### config.mk
export PLATFORM = sky130hd
export DESIGN_NAME = ieeedrv_headpos_flat
export DESIGN_NICKNAME = d
export VERILOG_FILES = /design/src/rtl/ieeedrv_headpos_if.sv /design/src/rtl/ieeedrv_headpos.sv /design/src/flat_wrapper.sv
export SDC_FILE = /design/constraint.sdc
export NUM_CORES = 1
export LEC_CHECK = 0
export BUFFER_PORTS_ARGS = -buffer_cell sky130_fd_sc_hd__buf_2
export CAP_MARGIN = 20
export CORE_ASPECT_RATIO = 1.75
export CORE_MARGIN = 1
export CORE_UTILIZATION = 41
export CTS_BUF_LIST = sky130_fd_sc_hd__clkbuf_4
export CTS_CLUSTER_SIZE = 10
export DETAILED_ROUTE_END_ITERATION = 10
export PLACE_DENSITY = 0.58
export SETUP_SLACK_MARGIN = 0.02
export SYNTH_ARGS = -nofsm -noshare
export SYNTH_HDL_FRONTEND = slang
export SYNTH_SLANG_ARGS = --single-unit
### constraint.sdc
create_clock -name clk_sys -period 4 [get_ports clk_sys]
set_clock_uncertainty 0.2 [all_clocks]
set_input_delay 0.2 -clock clk_sys [delete_from_list [all_inputs] [get_ports clk_sys]]
set_output_delay 0.2 -clock clk_sys [all_outputs]
set_load 0.1 [all_outputs]
### src/rtl/ieeedrv_headpos_if.sv
`default_nettype none
// ============================================================================
// Module   : ieeedrv_headpos_if
// Purpose  : Save-request handshake between head tracker and image buffer.
// Revision : 1.0
// ============================================================================
interface ieeedrv_headpos_if;
  logic       save_valid;
  logic [1:0] save_drv;
  logic [7:0] save_track;
  logic       save_ack;

  modport master (output save_valid, save_drv, save_track, input save_ack);
  modport slave  (input save_valid, save_drv, save_track, output save_ack);
endinterface
`default_nettype wire

### src/rtl/ieeedrv_headpos.sv
`default_nettype none
// ============================================================================
// Module   : ieeedrv_headpos
// Purpose  : Multi-drive stepper head tracker with dirty-track save arbiter.
// Revision : 1.0
// ============================================================================
module ieeedrv_headpos #(
  parameter int NDRV        = 2,
  parameter int SIDE0_START = 1,
  parameter int SIDE1_START = 78,
  parameter int SAVE_DELAY  = 8_000_000,
  parameter int SETTLE_4040 = 'h4_0000,
  parameter int SETTLE_8250 = 'h2_0000,
  parameter int HD_DELAY    = 1023
) (
  input  logic                clk_sys,
  input  logic                reset,
  input  logic                ce,
  input  logic                drv_type,
  input  logic [NDRV-1:0]     mounted,
  input  logic [1:0]          sel,
  input  logic                active,
  input  logic                changing,
  input  logic [NDRV-1:0]     mtr,
  input  logic [2*NDRV-1:0]   stp,
  input  logic                we,
  input  logic                rw,
  input  logic [NDRV-1:0]     hd,
  output logic [8*NDRV-1:0]   track,
  output logic [NDRV-1:0]     track_changing,
  ieeedrv_headpos_if.master   save
);

  localparam int            CW      = 24;
  localparam logic [CW-1:0] SET4040 = CW'(SETTLE_4040);
  localparam logic [CW-1:0] SET8250 = CW'(SETTLE_8250);
  localparam logic [CW-1:0] SAVE_LD = CW'(SAVE_DELAY);
  localparam logic [CW-1:0] HD_LD   = CW'(HD_DELAY);

  typedef enum logic [0:0] {IDLE = 1'b0, PRESENT = 1'b1} state_t;

  state_t          state;
  logic [1:0]      rr_ptr;
  logic            rw_prev;
  logic [NDRV-1:0] pend;
  logic [7:0]      ptrack_all [NDRV];
  logic            found;
  logic [1:0]      pick;
  logic [7:0]      pick_track;

  for (genvar i = 0; i < NDRV; i++) begin : g_drv
    logic [1:0]    stp_r, stp_prev, delta;
    logic          step_in, step_out, step_acc, hd_prev, hd_chg, is_sel, trig, ack_hit;
    logic [8:0]    htrack, hmax, hdir;
    logic [7:0]    calc, track_q, ptrack;
    logic [CW-1:0] settle, hd_cnt, save_cnt;
    logic          tc, dirty, pending;

    assign delta    = stp_r - stp_prev;
    assign step_in  = (delta == 2'd1);
    assign step_out = (delta == 2'd3);
    assign step_acc = step_in | step_out;
    assign hd_chg   = (hd[i] != hd_prev);
    assign is_sel   = active && (sel == 2'(i));
    assign hmax     = drv_type ? 9'd84 : 9'd304;
    assign hdir     = drv_type ? 9'd34 : 9'd152;
    // Side offset uses the registered head so a side change is hidden behind settle
    assign calc     = drv_type ? 8'(htrack[7:1]) + 8'(SIDE0_START)
                               : 8'(htrack[8:2]) + (hd_prev ? 8'(SIDE1_START) : 8'(SIDE0_START));
    assign trig     = dirty && !pending &&
                      (changing || step_acc || (is_sel && (!mtr[i] || hd_cnt == '0 || save_cnt == '0)));
    assign ack_hit  = (state == PRESENT) && save.save_ack && (save.save_drv == 2'(i));

    always_ff @(posedge clk_sys) begin
      if (reset) begin
        stp_r    <= stp[2*i +: 2];
        stp_prev <= stp[2*i +: 2];
        hd_prev  <= hd[i];
        htrack   <= hdir;
        track_q  <= drv_type ? 8'(17 + SIDE0_START) : 8'(38 + SIDE0_START);
        settle   <= '0;
        hd_cnt   <= '0;
        save_cnt <= '0;
        tc       <= 1'b0;
        dirty    <= 1'b0;
        pending  <= 1'b0;
        ptrack   <= '0;
      end else begin
        stp_r    <= stp[2*i +: 2];
        stp_prev <= stp_r;
        hd_prev  <= hd[i];
        tc       <= (settle != '0);
        if (settle == '0) track_q <= calc;

        if (mounted[i])                        htrack <= hdir;
        else if (step_in && htrack < hmax)     htrack <= htrack + 9'd1;
        else if (step_out && htrack != 9'd0)   htrack <= htrack - 9'd1;

        if (mounted[i])                        settle <= '0;
        else if (step_acc || hd_chg)           settle <= drv_type ? SET4040 : SET8250;
        else if (is_sel && rw_prev && !rw)     settle <= '0;
        else if (ce && settle != '0)           settle <= settle - 1'b1;

        if (hd_chg)                            hd_cnt <= '0;
        else if (is_sel)                       hd_cnt <= HD_LD;
        else if (ce && hd_cnt != '0)           hd_cnt <= hd_cnt - 1'b1;

        if (trig || (is_sel && (!dirty || we))) save_cnt <= SAVE_LD;
        else if (ce && save_cnt != '0)          save_cnt <= save_cnt - 1'b1;

        if (mounted[i])                        dirty <= 1'b0;
        else if (trig)                         dirty <= 1'b0;
        else if (is_sel && we)                 dirty <= 1'b1;

        if (mounted[i])                        pending <= 1'b0;
        else if (trig)                         pending <= 1'b1;
        else if (ack_hit)                      pending <= 1'b0;

        if (trig) ptrack <= track_q;
      end
    end

    assign track[8*i +: 8]   = track_q;
    assign track_changing[i] = tc;
    assign pend[i]           = pending;
    assign ptrack_all[i]     = ptrack;
  end

  // Round-robin: first pending drive at or after rr_ptr, wrapping
  always_comb begin
    found      = 1'b0;
    pick       = '0;
    pick_track = '0;
    for (int k = 0; k < NDRV; k++) begin
      for (int j = 0; j < NDRV; j++) begin
        if (!found && pend[j] && (j == (int'(rr_ptr) + k) % NDRV)) begin
          found      = 1'b1;
          pick       = 2'(j);
          pick_track = ptrack_all[j];
        end
      end
    end
  end

  always_ff @(posedge clk_sys) begin
    if (reset) begin
      state           <= IDLE;
      rr_ptr          <= '0;
      rw_prev         <= rw;
      save.save_valid <= 1'b0;
      save.save_drv   <= '0;
      save.save_track <= '0;
    end else begin
      rw_prev <= rw;
      case (state)
        IDLE: begin
          if (found) begin
            save.save_valid <= 1'b1;
            save.save_drv   <= pick;
            save.save_track <= pick_track;
            state           <= PRESENT;
          end
        end
        PRESENT: begin
          if (save.save_ack) begin
            save.save_valid <= 1'b0;
            rr_ptr          <= (save.save_drv == 2'(NDRV - 1)) ? 2'd0 : save.save_drv + 2'd1;
            state           <= IDLE;
          end
        end
        default: state <= IDLE;
      endcase
    end
  end

endmodule
`default_nettype wire
### src/flat_wrapper.sv
// flat-port wrapper written by rule: the top's interface ports become plain ports
module ieeedrv_headpos_flat 
#(
  parameter int NDRV        = 2,
  parameter int SIDE0_START = 1,
  parameter int SIDE1_START = 78,
  parameter int SAVE_DELAY  = 8_000_000,
  parameter int SETTLE_4040 = 'h4_0000,
  parameter int SETTLE_8250 = 'h2_0000,
  parameter int HD_DELAY    = 1023
)
  (clk_sys, reset, ce, drv_type, mounted, sel, active, changing, mtr, stp, we, rw, hd, track, track_changing, save_save_valid, save_save_drv, save_save_track, save_save_ack);
  ieeedrv_headpos_if save_i ();
  input  logic clk_sys;
  input  logic reset;
  input  logic ce;
  input  logic drv_type;
  input  logic [NDRV-1:0] mounted;
  input  logic [1:0] sel;
  input  logic active;
  input  logic changing;
  input  logic [NDRV-1:0] mtr;
  input  logic [2*NDRV-1:0] stp;
  input  logic we;
  input  logic rw;
  input  logic [NDRV-1:0] hd;
  output logic [8*NDRV-1:0] track;
  output logic [NDRV-1:0] track_changing;
  output wire logic [$bits(save_i.save_valid)-1:0] save_save_valid;
  output wire logic [$bits(save_i.save_drv)-1:0] save_save_drv;
  output wire logic [$bits(save_i.save_track)-1:0] save_save_track;
  input wire logic [$bits(save_i.save_ack)-1:0] save_save_ack;
  assign save_save_valid = save_i.save_valid;
  assign save_save_drv = save_i.save_drv;
  assign save_save_track = save_i.save_track;
  assign save_i.save_ack = save_save_ack;
  ieeedrv_headpos #(.NDRV(NDRV), .SIDE0_START(SIDE0_START), .SIDE1_START(SIDE1_START), .SAVE_DELAY(SAVE_DELAY), .SETTLE_4040(SETTLE_4040), .SETTLE_8250(SETTLE_8250), .HD_DELAY(HD_DELAY)) u_core (.clk_sys(clk_sys), .reset(reset), .ce(ce), .drv_type(drv_type), .mounted(mounted), .sel(sel), .active(active), .changing(changing), .mtr(mtr), .stp(stp), .we(we), .rw(rw), .hd(hd), .track(track), .track_changing(track_changing), .save(save_i));
endmodule
# --- Yosys cells after proc, flatten, opt, wreduce, memory -nomap -nowiden ---
# Cells that the tools add are included.
# W data, S select, Z words.
word_totals:
  ff_bits: 223
  out_inout_bits: 29
  word_cells: 230
op_classes:
  n_addsub: 18
  order_cmp: 2
  n_eq_ne: 11
  mux: 58
  bitwise_logic: 4
  n_reduce_logical: 103
ops:
  columns: ["op", "count"]
  rows:
  - ["$logic_not A24 Y1", 6]
  - ["$mux W24", 6]
  - ["$reduce_bool A24 Y1", 6]
  - ["$sub A24 B1 Y24 const B", 6]
  - ["$mux W23", 4]
  - ["$mux W8", 11]
  - ["$mux W9", 9]
  - ["$logic_not A32 Y1", 2]
  - ["$mux W10", 4]
  - ["$logic_and A1 B1 Y1", 36]
  - ["$mux W19", 1]
  - ["$add A9 B1 Y9 const B", 2]
  - ["$lt A9 B9 Y1", 2]
  - ["$reduce_bool A9 Y1", 2]
  - ["$sub A9 B1 Y9 const B", 2]
  - ["$add A7 B1 Y8 const B", 2]
  - ["$add A7 B8 Y8", 2]
  - ["$mux W1", 16]
  - ["$reduce_bool A2 Y1", 8]
  - ["$logic_or A1 B1 Y1", 14]
  - ["$mux W7", 2]
  - ["$reduce_or A2 Y1", 6]
  - ["$reduce_or A3 Y1", 4]
  - ["$logic_not A1 Y1", 10]
  - ["19 further kinds", 33]

# --- Longest topological paths before layout ---
# Gate-level depths: netlist (run 1).
logic_depth:
  word_depth: 17
  ltp_mapped: 14
  ltp_nobuf: 13

# --- Least setup slack after synthesis (run 1) ---
# No wires, ideal clock.
synth_path:
  path_type: "input port to flip-flop"
  start: "in drv_type"
  end: "reg u_core.g_drv[1].htrack[7] (data pin)"
  arrival_ns: 3.079
  required_ns: 3.531
  setup_slack_ns: 0.452
  cell_stages: 13
  cell_sequence: "inv_1 clkbuf_1 ha_1 a211o_1 a211oi_1 nand3_1 ha_1 a21oi_1 nand2_1 a31o_2 a311o_1 xnor2_1 o21ai_0"
synth_via:
  elab_chain_len: 6
  word_cells_on_any_way: 7
  classes_between: "order compare (1); mux (5); reduce/logical (1)"
synth_rtl:
  columns: ["item", "line", "source"]
  rows:
  - ["from (decl)", "flat_wrapper.sv:17", "input logic drv_type;"]
  - ["$mux W9", "ieeedrv_headpos.sv:65", "assign hmax = drv_type ? 9'd84 : 9'd304;"]
  - ["$lt A9 B9 Y1", "ieeedrv_headpos.sv:96", "else if (step_in && htrack < hmax) htrack <= htrack + 9'd1;"]
  - ["$logic_and A1 B1 Y1", "ieeedrv_headpos.sv:96", null]
  - ["$mux W9", "ieeedrv_headpos.sv:96", null]
  - ["$mux W9", "ieeedrv_headpos.sv:95", "if (mounted[i]) htrack <= hdir;"]
  - ["$mux W9 *", "ieeedrv_headpos.sv:75", "if (reset) begin"]
  - ["to (signal assigned)", "ieeedrv_headpos.sv:95", null]
  - ["to (signal assigned)", "ieeedrv_headpos.sv:96", null]
  - ["to (signal assigned)", "ieeedrv_headpos.sv:97", "else if (step_out && htrack != 9'd0) htrack <= htrack - 9'd1;"]
  - ["to (decl)", "ieeedrv_headpos.sv:54", "logic [8:0] htrack, hmax, hdir;"]
# Every way passes the cells marked *; elsewhere a longest branch is shown, timed or not.
# A chain may end at the register's enable or synchronous reset.

# --- Final worst setup path (run 1) ---
layout_path:
  start: "reg u_core.g_drv[0].settle[7]"
  end: "reg u_core.g_drv[0].settle[17]"
layout_via:
  elab_chain_len: 4
  word_cells_on_any_way: 7
  classes_between: "add/sub (1); mux (3); reduce/logical (3)"
layout_rtl:
  columns: ["item", "line", "source"]
  rows:
  - ["from (decl)", "ieeedrv_headpos.sv:56", "logic [CW-1:0] settle, hd_cnt, save_cnt;"]
  - ["from (signal assigned)", "ieeedrv_headpos.sv:100", "else if (step_acc || hd_chg) settle <= drv_type ? SET4040 : SET8250;"]
  - ["from (signal assigned)", "ieeedrv_headpos.sv:102", "else if (ce && settle != '0) settle <= settle - 1'b1;"]
  - ["$sub A24 B1 Y24", "ieeedrv_headpos.sv:102", null]
  - ["$mux W24", "ieeedrv_headpos.sv:102", null]
  - ["$mux W24", "ieeedrv_headpos.sv:101", "else if (is_sel && rw_prev && !rw) settle <= '0;"]
  - ["$mux W24", "ieeedrv_headpos.sv:100", null]
# Parallel ways exist; a longest one is shown, timed or not. The select of a mux whose other input is x is not followed.

==> run metrics, run 1 <==
status completed; first-pass GRT wire length 44.8 mm; reg2reg start u_core.g_drv[0].settle[7]; vias in the first global route 9440; predominant post-synthesis flop cell dfxtp_1; total power 8.77 mW; worst endpoint required time 4430 ps; Vias 9380; Worst VDD drop 0.347 mV; clock power share 21.6%; worst min path class in2reg; Rows 80; CP endpoint kind register; fillcell total 2753; Num Clock Sinks 223; Hold Buf Count CTS 34; CP Cell Sequence or4_4 -> or4_4 -> o31a_1 -> a31oi_1 -> o21ai_0 -> dlygate4sd3_1 -> a21oi_1 -> dlygate4sd3_1; RSZ-0062 raised after global routing no; Synth top area share 33.4%; Setup TNS 0 ps; chip height 222 um; die area 28300 um2; EDFF count, synth 34; die extent in x 128 um; ys async rst share 0%; Lkg Pwr 5.14 nW; hold depth 6; Placed Area 12000 um2; drt wl/cell 15.1 um; # nets final 1442; Overflow after GRT 0; PortBufs 48; period utilization 93.4%; Worst path slowest cell dlygate4sd3_1; flops & latches, synth 223; TritonCTS Buffers 56; Netlist Area Pre-Place 11300 um2; Hold Startpoint mtr[0]; largest stage delay on the critical path 590 ps; R2R cell count 8; Post-Layout Inst Area 13000 um2; Clock Tree Root clkbuf_4; crit start category register; cells resized by post-CTS repair 0; Reg clk slew, reported paths 80 ps; antenna violations before repair 1; Final Hold Viols 0; relative max-transition margin 38.0%; net count after synthesis 1332; # DRC 0; sw frac 41.6%; Final ANT Viol Nets 0; H-tree levels 2; top post-synthesis cells by area dfxtp_1 (33%), edfxtp_1 (9.0%), xnor2_1 (7.8%); number of synthesis warnings 0; crit-path max FO 9; Crit Path Class reg2reg; sequential fraction of the synthesis area 42.4%; Slew Viols, Final 0; Starting DRT DRC Count 419; Reg2Reg Setup Slack 260 ps; worst hold endpoint u_core.g_drv[0].save_cnt[9]; Netlist cell types 75; RD Place Congestion 0.788; RR Endpoint u_core.g_drv[0].settle[17]; core area 27200 um2; Setup Viol. Count Final 0; sequential power share 35.2%; post-CTS setup buffer count 0; gr usage total 19.6%; mean post-synth cell area 8.97 um2; fraction of layout cells with a size suffix above 1 12.1%; pin count of the biggest net entering global routing 46; MaxCap Viol Count 0; starting density of the core 41.6%; switching pwr 3.65 mW; Clock Latency Late Sink 720 ps; Internal 5.12 mW; Initial DRT Pass Iterations 5; Ports 50; DR vias/cell 5.25; CTS max path bufs 3; Final Critical Period 3740 ps; CTS tree yes; hpwl dp 19.3 mm; Comb pwr share 43.2%; top cell type by total area after synthesis dfxtp_1; area delta synth->final 14.8%; Cells after Synth 1263; drt total wl 26.9 mm; fmax 268 MHz; Slew @ Worst Pin 926 ps; Worst EP arrival 4170 ps; PwrDens 674 nW/um2
## stage by stage
step / hold WS, ps / setup WS, ps / utilization (%) / std cells
3_3_place_gp: 119 / 385 / 44.0 / 1650
2_1_floorplan: 27.7 / 452 / - / 1263
3_5_place_dp: 116 / 371 / 44.0 / 1650
4_1_cts: 25.1 / 307 / 47.8 / 1786
6_report: 65.0 / 262 / 47.8 / 1787
5_1_grt: 70.6 / 120 / 47.8 / 1787
## metal layers
layer | vias to the layer above | GRT usage, % | wire length (um)
met1 | 4415 | 20.8 | 10800
met4 | 0 | 9.49 | 1020
li1 | 4734 | - | -
met3 | 69 | 3.45 | 944
met5 | - | 0 | 0
met2 | 162 | 36.7 | 14200
## registers in the layout, indices dropped and copies added, names as in the netlist, 4 cells and up
name and cells:
u_core.g_drv.ptrack 16, u_core.g_drv.track_q 16, u_core.g_drv.stp_r 4, u_core.g_drv.htrack 18, u_core.g_drv.stp_prev 4, u_core.save.save_track 8, u_core.g_drv.save_cnt 48, u_core.g_drv.settle 48
u_core.g_drv.hd_cnt 48
## area by class of cell
type | instances | area (um2) | share of cell area (%)
repair buffers | 103 | 738 | 5.67
well taps | 369 | 462 | 3.55
flip-flops and latches | 223 | 4800 | 36.9
multi-input cells | 944 | 6140 | 47.2
diodes | 1 | 2.50 | 0.0192
clock buffers | 75 | 563 | 4.33
clock inverters | 27 | 129 | 0.991
inverters | 45 | 169 | 1.30
## power groups by stage
stage / Clock, mW / Sequential (mW) / Combinational [mW]
after floorplan: 0 / 3.38 / 2.75
after global placement: 0 / 3.13 / 3.73
after detailed placement: 0 / 3.14 / 3.77
after CTS: 1.98 / 3.09 / 3.81
after global routing: 2.08 / 3.14 / 4.22
final: 1.89 / 3.09 / 3.79
## cell usage in the layout (no fill, tap or decap), types with 34 or more instances in the layout
cell / instances
buf_2: 48
a21oi_1: 70
nor3_1: 53
nor2_1: 192
xnor2_1: 101
inv_1: 45
edfxtp_1: 34
xor2_1: 58
nand2_1: 63
ha_1: 44
dlygate4sd3_1: 34
o21ai_0: 55
clkbuf_4: 75
dfxtp_1: 189
## worst max-delay path: cells and delay by family (launching register included)
family                 cells  cell delay, ps
buffers and inverters      2            1140
AND/OR/NAND/NOR            2            1110
AO/OA/AOI/OAI              4             880
flip-flops                 1             350
## worst max-delay path by stage
| stage | start | end | cells after the start |
|---|---|---|---|
| global placement | drv_type | u_core.g_drv[0].htrack[8] | 12 |
| floorplan | drv_type | u_core.g_drv[1].htrack[7] | 13 |
| global route | u_core.g_drv[0].settle[7] | u_core.g_drv[0].settle[17] | 8 |
| finish | u_core.g_drv[0].settle[7] | u_core.g_drv[0].settle[17] | 8 |
| CTS | u_core.g_drv[0].settle[7] | u_core.g_drv[0].settle[17] | 8 |
| detailed placement | drv_type | u_core.g_drv[0].htrack[8] | 12 |
## synthesized netlist by cell type, types with 16 or more instances
master	n
xnor2_1	101
inv_1	45
a21oi_1	70
ha_1	44
nor2_1	192
or3_1	32
nand2_1	63
clkbuf_1	41
nand2b_1	16
mux2i_1	18
xor2_1	58
o21ai_0	55
dfxtp_1	189
edfxtp_1	34
nor3_1	53
nand3_1	32
nor4_1	30
## cells by family (layout without fill, tap and decap cells)
| kind of cell | count (synthesis) | in the layout | share of synthesized area, % |
|---|---|---|---|
| compound gates | 209 | 209 | 11.9 |
| flops | 223 | 223 | 42.4 |
| simple gates | 506 | 506 | 22.5 |
| other cells | 1 | 2 | 0.0331 |
| mux | 21 | 21 | 1.89 |
| fa+ha+maj | 48 | 48 | 5.57 |
| buf+inv | 96 | 250 | 3.41 |
| xor+xnor | 159 | 159 | 12.3 |
Note: power is estimated with default switching activity, not from simulation.
==> inputs of run 2 (changes only) <==
--- a/config.mk
+++ b/config.mk
@@ -9,11 +9,11 @@
 export CAP_MARGIN = 20
 export CORE_ASPECT_RATIO = 1.75
 export CORE_MARGIN = 1
-export CORE_UTILIZATION = 41
+export CORE_UTILIZATION = 64
 export CTS_BUF_LIST = sky130_fd_sc_hd__clkbuf_4
 export CTS_CLUSTER_SIZE = 10
 export DETAILED_ROUTE_END_ITERATION = 10
-export PLACE_DENSITY = 0.58
+export PLACE_DENSITY = 0.83
 export SETUP_SLACK_MARGIN = 0.02
 export SYNTH_ARGS = -nofsm -noshare
 export SYNTH_HDL_FRONTEND = slang
==> run 2 against run 1 <==
  * Flip-flop and latch count stayed put
  * Combinational power hardly changed
  * Register-to-register slack better by 60 ps
  * Global-route usage is 9.2 points higher
  * Utilization is 26 points higher
==> run metrics, run 2 (same netlist as run 1, synthesis figures left out) <==
Vias 9548 (was 9380); Setup Viol. Count Final 0 (unchanged); Final Hold Viols 0 (unchanged); worst min path class in2reg (unchanged); Top Registers u_core.g_drv.hd_cnt (48), u_core.g_drv.save_cnt (48), u_core.g_drv.settle (48) (unchanged); fraction of layout cells with a size suffix above 1 12.2% (was 12.1%); die extent in x 103 um (was 128 um); CTS max path bufs 3 (unchanged); CP Cell Sequence ha_1 -> a211o_1 -> a211oi_1 -> nand3_1 -> buf_4 -> inv_1 -> fa_1 -> nor2b_1 -> o21ai_0 -> a21oi_1 -> o41ai_1 -> xnor2_1 -> nor2_1 (was or4_4 -> or4_4 -> o31a_1 -> a31oi_1 -> o21ai_0 -> dlygate4sd3_1 -> a21oi_1 -> dlygate4sd3_1); largest stage delay on the critical path 520 ps (was 590 ps); CTS tree yes (unchanged); pin count of the biggest net entering global routing 60 (was 46); period utilization 91.9% (was 93.4%); worst endpoint required time 4220 ps (was 4430 ps); crit-path max FO 8 (was 9); most common library cell in the layout ignoring fill and taps nor2_1 (unchanged); Slew @ Worst Pin 967 ps (was 926 ps); multi-input combinational cell area 6140 um2 (unchanged); Crit Path Class reg2reg (unchanged); drt total wl 25.5 mm (was 26.9 mm); Worst path slowest cell edfxtp_1 (was dlygate4sd3_1); most frequent cells in the layout nor2_1 (192), dfxtp_1 (189), xnor2_1 (101) (unchanged); antenna violations before repair 1 (unchanged); delay-heaviest family, CP compound AO/OA/AOI/OAI gates (was buffers and inverters); reg2reg start u_core.g_drv[1].htrack[6] (was u_core.g_drv[0].settle[7]); fillcell total 1339 (was 2753); MaxCap Viol Count 0 (unchanged); core area 17400 um2 (was 27200 um2); RSZ-0062 raised after global routing no (unchanged); Post-Layout Inst Area 12700 um2 (was 13000 um2); vias in the first global route 9475 (was 9440); gr usage total 28.8% (was 19.6%); DR vias/cell 5.83 (was 5.25); crit start category register (unchanged); post-CTS setup buffer count 0 (unchanged); PwrDens 682 nW/um2 (was 674 nW/um2); placed insts 1504 (was 1650); Hold Startpoint stp[3] (was mtr[0]); H-tree levels 2 (unchanged); Num Clock Sinks 223 (unchanged); starting density of the core 65.2% (was 41.6%); Worst Path Buf+Inv 2 (unchanged); Setup TNS 0 ps (unchanged); Placed Area 11700 um2 (was 12000 um2); Rows 64 (was 80); drt wl/cell 15.6 um (was 15.1 um); relative max-transition margin 35.0% (was 38.0%); Non-Filler Instances 1637 (was 1787); Final Critical Period 3680 ps (was 3740 ps); RD Place Congestion 0.888 (was 0.788); hpwl dp 17.7 mm (was 19.3 mm); Worst Setup SP u_core.g_drv[1].htrack[6] (was u_core.g_drv[0].settle[7]); CP endpoint kind register (unchanged); Reg2Reg Setup Slack 320 ps (was 260 ps); Worst EP arrival 3900 ps (was 4170 ps); status completed (unchanged); fmax 272 MHz (was 268 MHz); first-pass GRT wire length 42.0 mm (was 44.8 mm); Slew Viols, Final 0 (unchanged); die area 18300 um2 (was 28300 um2); # nets final 1430 (was 1442); Ports 50 (unchanged); Worst VDD drop 0.459 mV (was 0.347 mV); Starting DRT DRC Count 471 (was 419); cells resized by post-CTS repair 0 (unchanged); Reg clk slew, reported paths 70 ps (was 80 ps); chip height 178 um (was 222 um); FF+latch area 4800 um2 (unchanged); # DRC 0 (unchanged); Initial DRT Pass Iterations 7 (was 5); Clock Latency Late Sink 670 ps (was 720 ps); area delta synth->final 12.5% (was 14.8%); TritonCTS Buffers 52 (was 56); Lkg Pwr 5.11 nW (was 5.14 nW); Clock Tree Root clkbuf_4 (unchanged); Overflow after GRT 0 (unchanged); Final ANT Viol Nets 0 (unchanged); PortBufs 48 (unchanged)
-- run 2: power breakdown --
part	internal (mW)	switching (mW)	total, mW
sequential	2.69	0.405	3.10
combinational	1.48	2.31	3.79
clock	0.877	0.930	1.81
-- run 2: what timing repair did --
action                     in CTS  in global routing
hold endpoints to repair      102                  0
setup endpoints to repair       0                  0
hold buffers                   34                  0
-- run 2: stage by stage --
stage / hold slack (ps) / util (%) / power, mW / setup slack (ps)
after floorplan: 27.7 / - / 6.14 / 452
after global placement: 113 / 67.5 / 6.73 / 482
after detailed placement: 115 / 67.6 / 6.83 / 344
after CTS: 49.0 / 73.3 / 8.70 / 354
after global routing: 119 / 73.4 / 9.27 / 44.3
final: 121 / 73.4 / 8.69 / 323
-- run 2: tightest hold or removal path, delay by kind of cell --
| family | cells | cell delay (ps) |
|---|---|---|
| muxes | 1 | 140 |
| buffers and inverters | 2 | 630 |
-- run 2: worst paths after layout --
kind	to	cells after the start
hold reg to reg	u_core.g_drv[0].settle[6]	2
setup reg to reg	u_core.g_drv[1].htrack[8]	13
setup / recovery	u_core.g_drv[1].htrack[8]	13
hold / removal	u_core.g_drv[1].stp_prev[1]	3
-- run 2: metal layers --
layer	vias up	track usage (%)	part of all wire (%)
li1	4688	-	-
met3	75	5.02	4.5
met2	237	54.9	54
met5	-	0	0
met1	4548	29.1	38
met4	0	14.0	3.7
-- run 2: cell type report --
cell class / instances / share of cell area [%]
flip-flops and latches: 223 / 37.7
inverters: 45 / 1.33
clock inverters: 23 / 0.775
clock buffers: 75 / 4.42
repair buffers: 95 / 5.32
diodes: 1 / 0.0196
multi-input cells: 944 / 48.2
well taps: 231 / 2.27
